<file path="src/rtl/mem_master_pkg.sv">
`default_nettype none
// +--------------------------------------------------------------------+
// | mem_master_pkg : shared state encoding and defaults for mem_master  |
// | Rev 1.0                                                             |
// +--------------------------------------------------------------------+
package mem_master_pkg;

  typedef enum logic [1:0] {
    IDLE = 2'd0,
    WAIT = 2'd1,
    DONE = 2'd2
  } state_t;

  localparam int DEFAULT_WAIT_CYCLES = 1;

endpackage
`default_nettype wire

</file>
<file path="src/rtl/mem_wait_counter.sv">
`default_nettype none
// +--------------------------------------------------------------------+
// | mem_wait_counter : loadable down-counter, saturates at zero         |
// | Rev 1.0                                                             |
// +--------------------------------------------------------------------+
module mem_wait_counter #(
  parameter int CNT_W = 4
) (
  input  logic             clk,
  input  logic             reset_n,
  input  logic             load,
  input  logic [CNT_W-1:0] value,
  input  logic             dec,
  output logic             is_zero
);

  logic [CNT_W-1:0] r_count;

  always_ff @(posedge clk or negedge reset_n) begin
    if (!reset_n) begin
      r_count <= '0;
    end else if (load) begin
      r_count <= value;
    end else if (dec && (r_count != '0)) begin
      r_count <= r_count - 1'b1;
    end
  end

  assign is_zero = (r_count == '0);

endmodule
`default_nettype wire

</file>
<file path="src/rtl/mem_master.sv">
`default_nettype none
// +--------------------------------------------------------------------+
// | mem_master : request/done sequencer for the word-addressed memory   |
// | Optional: MEM_MASTER_ALIGN_CHECK_EN rejects misaligned requests.    |
// | Rev 1.0                                                             |
// +--------------------------------------------------------------------+
module mem_master
  import mem_master_pkg::*;
#(
  parameter int WIDTH       = 32,
  parameter int WAIT_CYCLES = DEFAULT_WAIT_CYCLES,
  parameter int CNT_W       = 4
) (
  input  logic             clk,
  input  logic             reset_n,
  input  logic             req,
  input  logic             req_we,
  input  logic [WIDTH-1:0] req_addr,
  input  logic [WIDTH-1:0] req_wdata,
  output logic             busy,
  output logic             done,
  output logic [WIDTH-1:0] rdata,
  output logic             fault,
  output logic [WIDTH-1:0] mem_a,
  output logic [WIDTH-1:0] mem_write_data,
  output logic             mem_write_enable,
  input  logic [WIDTH-1:0] mem_read_data
);

  localparam logic [CNT_W-1:0] c_wait_load = CNT_W'(WAIT_CYCLES);

  state_t           r_state;
  state_t           w_next_state;
  logic             r_we;
  logic [WIDTH-1:0] r_addr;
  logic [WIDTH-1:0] r_wdata;
  logic [WIDTH-1:0] r_rdata;
  logic             w_accept;
  logic             w_misalign;
  logic             w_dec;
  logic             w_capture;
  logic             w_cnt_zero;

  mem_wait_counter #(
    .CNT_W (CNT_W)
  ) u_wait_counter (
    .clk     (clk),
    .reset_n (reset_n),
    .load    (w_accept),
    .value   (c_wait_load),
    .dec     (w_dec),
    .is_zero (w_cnt_zero)
  );

`ifdef MEM_MASTER_ALIGN_CHECK_EN
  assign w_misalign = (req_addr[1:0] != 2'b00);
`else
  assign w_misalign = 1'b0;
`endif

  always_ff @(posedge clk or negedge reset_n) begin
    if (!reset_n) begin
      r_state <= IDLE;
    end else begin
      r_state <= w_next_state;
    end
  end

  always_comb begin
    w_next_state = r_state;
    w_accept     = 1'b0;
    w_dec        = 1'b0;
    w_capture    = 1'b0;
    case (r_state)
      IDLE: begin
        if (req) begin
          w_accept     = 1'b1;
          w_next_state = w_misalign ? DONE : WAIT;
        end
      end
      WAIT: begin
        // counter==0 marks the access cycle: strobe/capture happen here
        if (w_cnt_zero) begin
          w_capture    = ~r_we;
          w_next_state = DONE;
        end else begin
          w_dec = 1'b1;
        end
      end
      DONE:    w_next_state = IDLE;
      default: w_next_state = IDLE;
    endcase
  end

  always_ff @(posedge clk or negedge reset_n) begin
    if (!reset_n) begin
      r_we    <= 1'b0;
      r_addr  <= '0;
      r_wdata <= '0;
      r_rdata <= '0;
    end else begin
      if (w_accept) begin
        r_we    <= req_we;
        r_addr  <= req_addr;
        r_wdata <= req_wdata;
      end
      if (w_capture) begin
        r_rdata <= mem_read_data;
      end
    end
  end

`ifdef MEM_MASTER_ALIGN_CHECK_EN
  logic r_fault;

  always_ff @(posedge clk or negedge reset_n) begin
    if (!reset_n) begin
      r_fault <= 1'b0;
    end else if (w_accept) begin
      r_fault <= w_misalign;
    end
  end

  assign fault = r_fault && (r_state == DONE);
`else
  assign fault = 1'b0;
`endif

  assign busy             = (r_state == WAIT);
  assign done             = (r_state == DONE);
  assign rdata            = r_rdata;
  assign mem_a            = r_addr;
  assign mem_write_data   = r_wdata;
  assign mem_write_enable = (r_state == WAIT) && w_cnt_zero && r_we;

endmodule
`default_nettype wire

</file>
<file path="config.mk">
export PLATFORM = sky130hd
export DESIGN_NAME = mem_master
export DESIGN_NICKNAME = d
export VERILOG_FILES = /design/src/rtl/mem_master_pkg.sv /design/src/rtl/mem_wait_counter.sv /design/src/rtl/mem_master.sv
export SDC_FILE = /design/constraint.sdc
export NUM_CORES = 1
export LEC_CHECK = 0
export CAP_MARGIN = 0
export CORE_ASPECT_RATIO = 0.75
export CORE_MARGIN = 4
export CORE_UTILIZATION = 36
export DETAILED_ROUTE_END_ITERATION = 10
export PLACE_DENSITY = 0.76
export REMOVE_ABC_BUFFERS = 1
export SLEW_MARGIN = 20
export SYNTH_ARGS = -nofsm -noshare
export SYNTH_HDL_FRONTEND = slang
export SYNTH_HIERARCHICAL = 1
export SYNTH_SLANG_ARGS = --single-unit
</file>
<file path="constraint.sdc">
create_clock -name clk -period 2.1 [get_ports clk]
set_clock_uncertainty 0.15 [all_clocks]
set_input_delay 0.525 -clock clk [delete_from_list [all_inputs] [get_ports clk]]
set_output_delay 0.525 -clock clk [all_outputs]
set_load 0.1 [all_outputs]
</file>
==> results.md <==
* CP startpoint: u_wait_counter/r_count[1]
* Ys flop type: dfrtp_1
* Clock Latency Late Sink at between 300 and 400 ps
* Post-DRT Antenna Nets at 0
* Netlist cell types at 28
* Fraction of registers with async set or reset after synthesis at 100%
* EDFF count, synth at 0
* Status: complete, but fails checks
* Drt first pass iters at 4
* Worst EP required at roughly 1400 ps
* ANT cells at 0
* Mean post-synth cell area at ~16 um2
* Seq/Total Area, Yosys at 64.0%
* Crit Path Category: flip-flop to output pin
* Setup crit end kind: output pin
* Mean routed wirelength per cell at about 19 um
* Synth-to-layout area growth at 92.9%
* Global-route wire length before repair at between 15 and 20 mm
* RSZ-0062 raised after global routing: true
* Final worst slack at -219 ps
* Synth Register Bits at 103
* Total grt overflow at 0
* DRC viols at 0
* Final WL at 11.3 mm
* Final setup viols at 34
* Overall die height at 99.6 um
* Die width at 130 um
* Initial antenna violation count at 0
* Detail Placement HPWL at 8.24 mm
* Inserted Clock Buffers at 9
* Most common cell in the synthesized netlist: dfrtp_1
* Top-area cell type share of the netlist area at a little under two thirds
* Placer Congestion at roughly 0.77
* Clk pin slew, worst setup/hold paths at 70 ps
* Synth cell count leaders: dfrtp_1 (103), mux2_2 (51), mux2_1 (46)
* Layout cells sized above 1 at 42.9%
* Syn Inst Count at between 200 and 250
* Worst setup SP type: flip-flop
* Failing checks: negative setup slack
* Max frequency at ~430 MHz
* Synth Cell Area at around 0.0040 mm2
* Vias in the first global route at roughly 3200
* Nets@finish at approximately 570
* Global Route Usage Sum at roughly 16%
* Root buffer cell: clkbuf_16
* DP Worst Slack at -211 ps
* Slew @ Worst Pin at between 500 and 600 ps
* Clock sinks at between 100 and 150
* Avg Vias per Cell at approximately 4.7
* Critical Path Fanout Max at 2
* Max_cap viols at 0
* DRT iter0 DRCs at 80
* IO buf count at 198
* Top cells by area, synth: dfrtp_1 (64%), mux2_2 (14%), mux2_1 (13%), buf_6 (2.2%), nor3b_2 (0.62%)
* Worst slew margin at between 60 and 70%
* CTS Buffer Depth at 2
* Worst hold path type: primary input to async pin
* Synth area leader: dfrtp_1
* TritonCTS clock tree: built
* Largest net degree at the start of global routing at ~100
* Top-level port count at 200
* Max-slew violation count at 0
* Vias at around 2900
* H-tree depth at 3
* Hold-fix buffers at CTS at 0
* YS warnings at 6
* CP Data Arrival Time at between 1500 and 2000 ps
* Rows at 33
* Starting Density at between 30% and 40%
* Final Hold Violating Endpoints at 0
* RR Startpoint: u_wait_counter/r_count[1]
* Core Area at between 0.01 and 0.015 mm2
* Final Cycle Share at 110%
* Min Tclk post-route at about 2300 ps
* Die ar. at approximately 0.013 mm2
## through the flow
step                hold slack, ps  area, um2  std cells  TNS, ps  utilization (%)
floorplan                     79.4       3920        237  -226410                -
global placement               384       7200        583    -8380             65.8
detailed placement             393       7200        583    -9770             65.8
CTS                            125       7580        603    -2900             69.2
global route                   141       7770        609    -3640             71.0
finish                        98.2       7770        609     -969             71.0
## worst max-delay path, cell delays in order (launching register included)
cell     delay, ps
dfrtp_1        390
inv_1           70
ha_2           170
nor3b_4        210
buf_6          130
and3_4         180
buf_12         170
## path summary, 6_finish.rpt
kind | slack (ps) | depth (start not counted) | end
hold / removal | 100 | 2 | rdata[12]
min in group clk | 400 | 1 | mem_write_data[15]
hold reg to reg | 400 | 1 | mem_write_data[15]
max in group asynchronous | 1300 | 2 | mem_a[25]
setup / recovery | -220 | 6 | mem_write_enable
setup reg to reg | -40 | 8 | rdata[29]
## placed cells by master, fill, tap and decap left out, types with 2 or more instances in the layout
cell type        count
a21oi_1              2
buf_12             104
buf_4               11
clkbuf_16           11
clkbuf_8             2
clkdlybuf4s50_1     98
clkinvlp_4           2
conb_1               5
dfrtp_1            102
inv_1                3
mux2_1              39
mux2_2              26
mux2_4              32
nand2_1              3
nand2b_1             2
nor2b_2              2
nor3_1               2
nor3b_4              2
o21ai_0              2
## layer usage
layer / share of wire, % / track usage (%)
met5: 0 / 0
met3: 13 / 9.50
met2: 50 / 27.2
met4: 0.35 / 3.59
met1: 37 / 18.4
## what timing repair did
item                                    in CTS  in global routing
endpoints found under the setup margin      18                 38
setup buffers                                3                  5
pin swaps                                    1                  0
resized for setup                            3                 39
gates cloned                                 1                  2
## sequential cells by signal, indices dropped and copies added, names as in the netlist
register	cells
r_we	1
mem_write_data	32
r_state	2
mem_a	32
u_wait_counter/r_count	4
rdata	32
## area by class of cell
class / count / area, um2
multi-input combinational: 131 / 1490
sequential: 103 / 2580
clock inverter: 4 / 53.8
tap: 140 / 175
timing repair buffer: 216 / 3210
fill: 690 / 3170
clock buffer: 12 / 256
inverter: 3 / 11.3
## cells by family after synthesis
kind of cell / count (synthesis) / share of synthesized area, %
AO/OA/AOI/OAI: 8 / 1.46
adder cells (fa/ha/maj): 1 / 0.310
AND/OR/NAND/NOR: 20 / 3.66
other: 2 / 0.186
flip-flops: 103 / 64.0
buffers and inverters: 16 / 3.32
multiplexers: 97 / 27.1
Power is left out: the tool's default activity adds up to more than one toggle a clock period on the data nets, which glitch-free logic cannot reach.
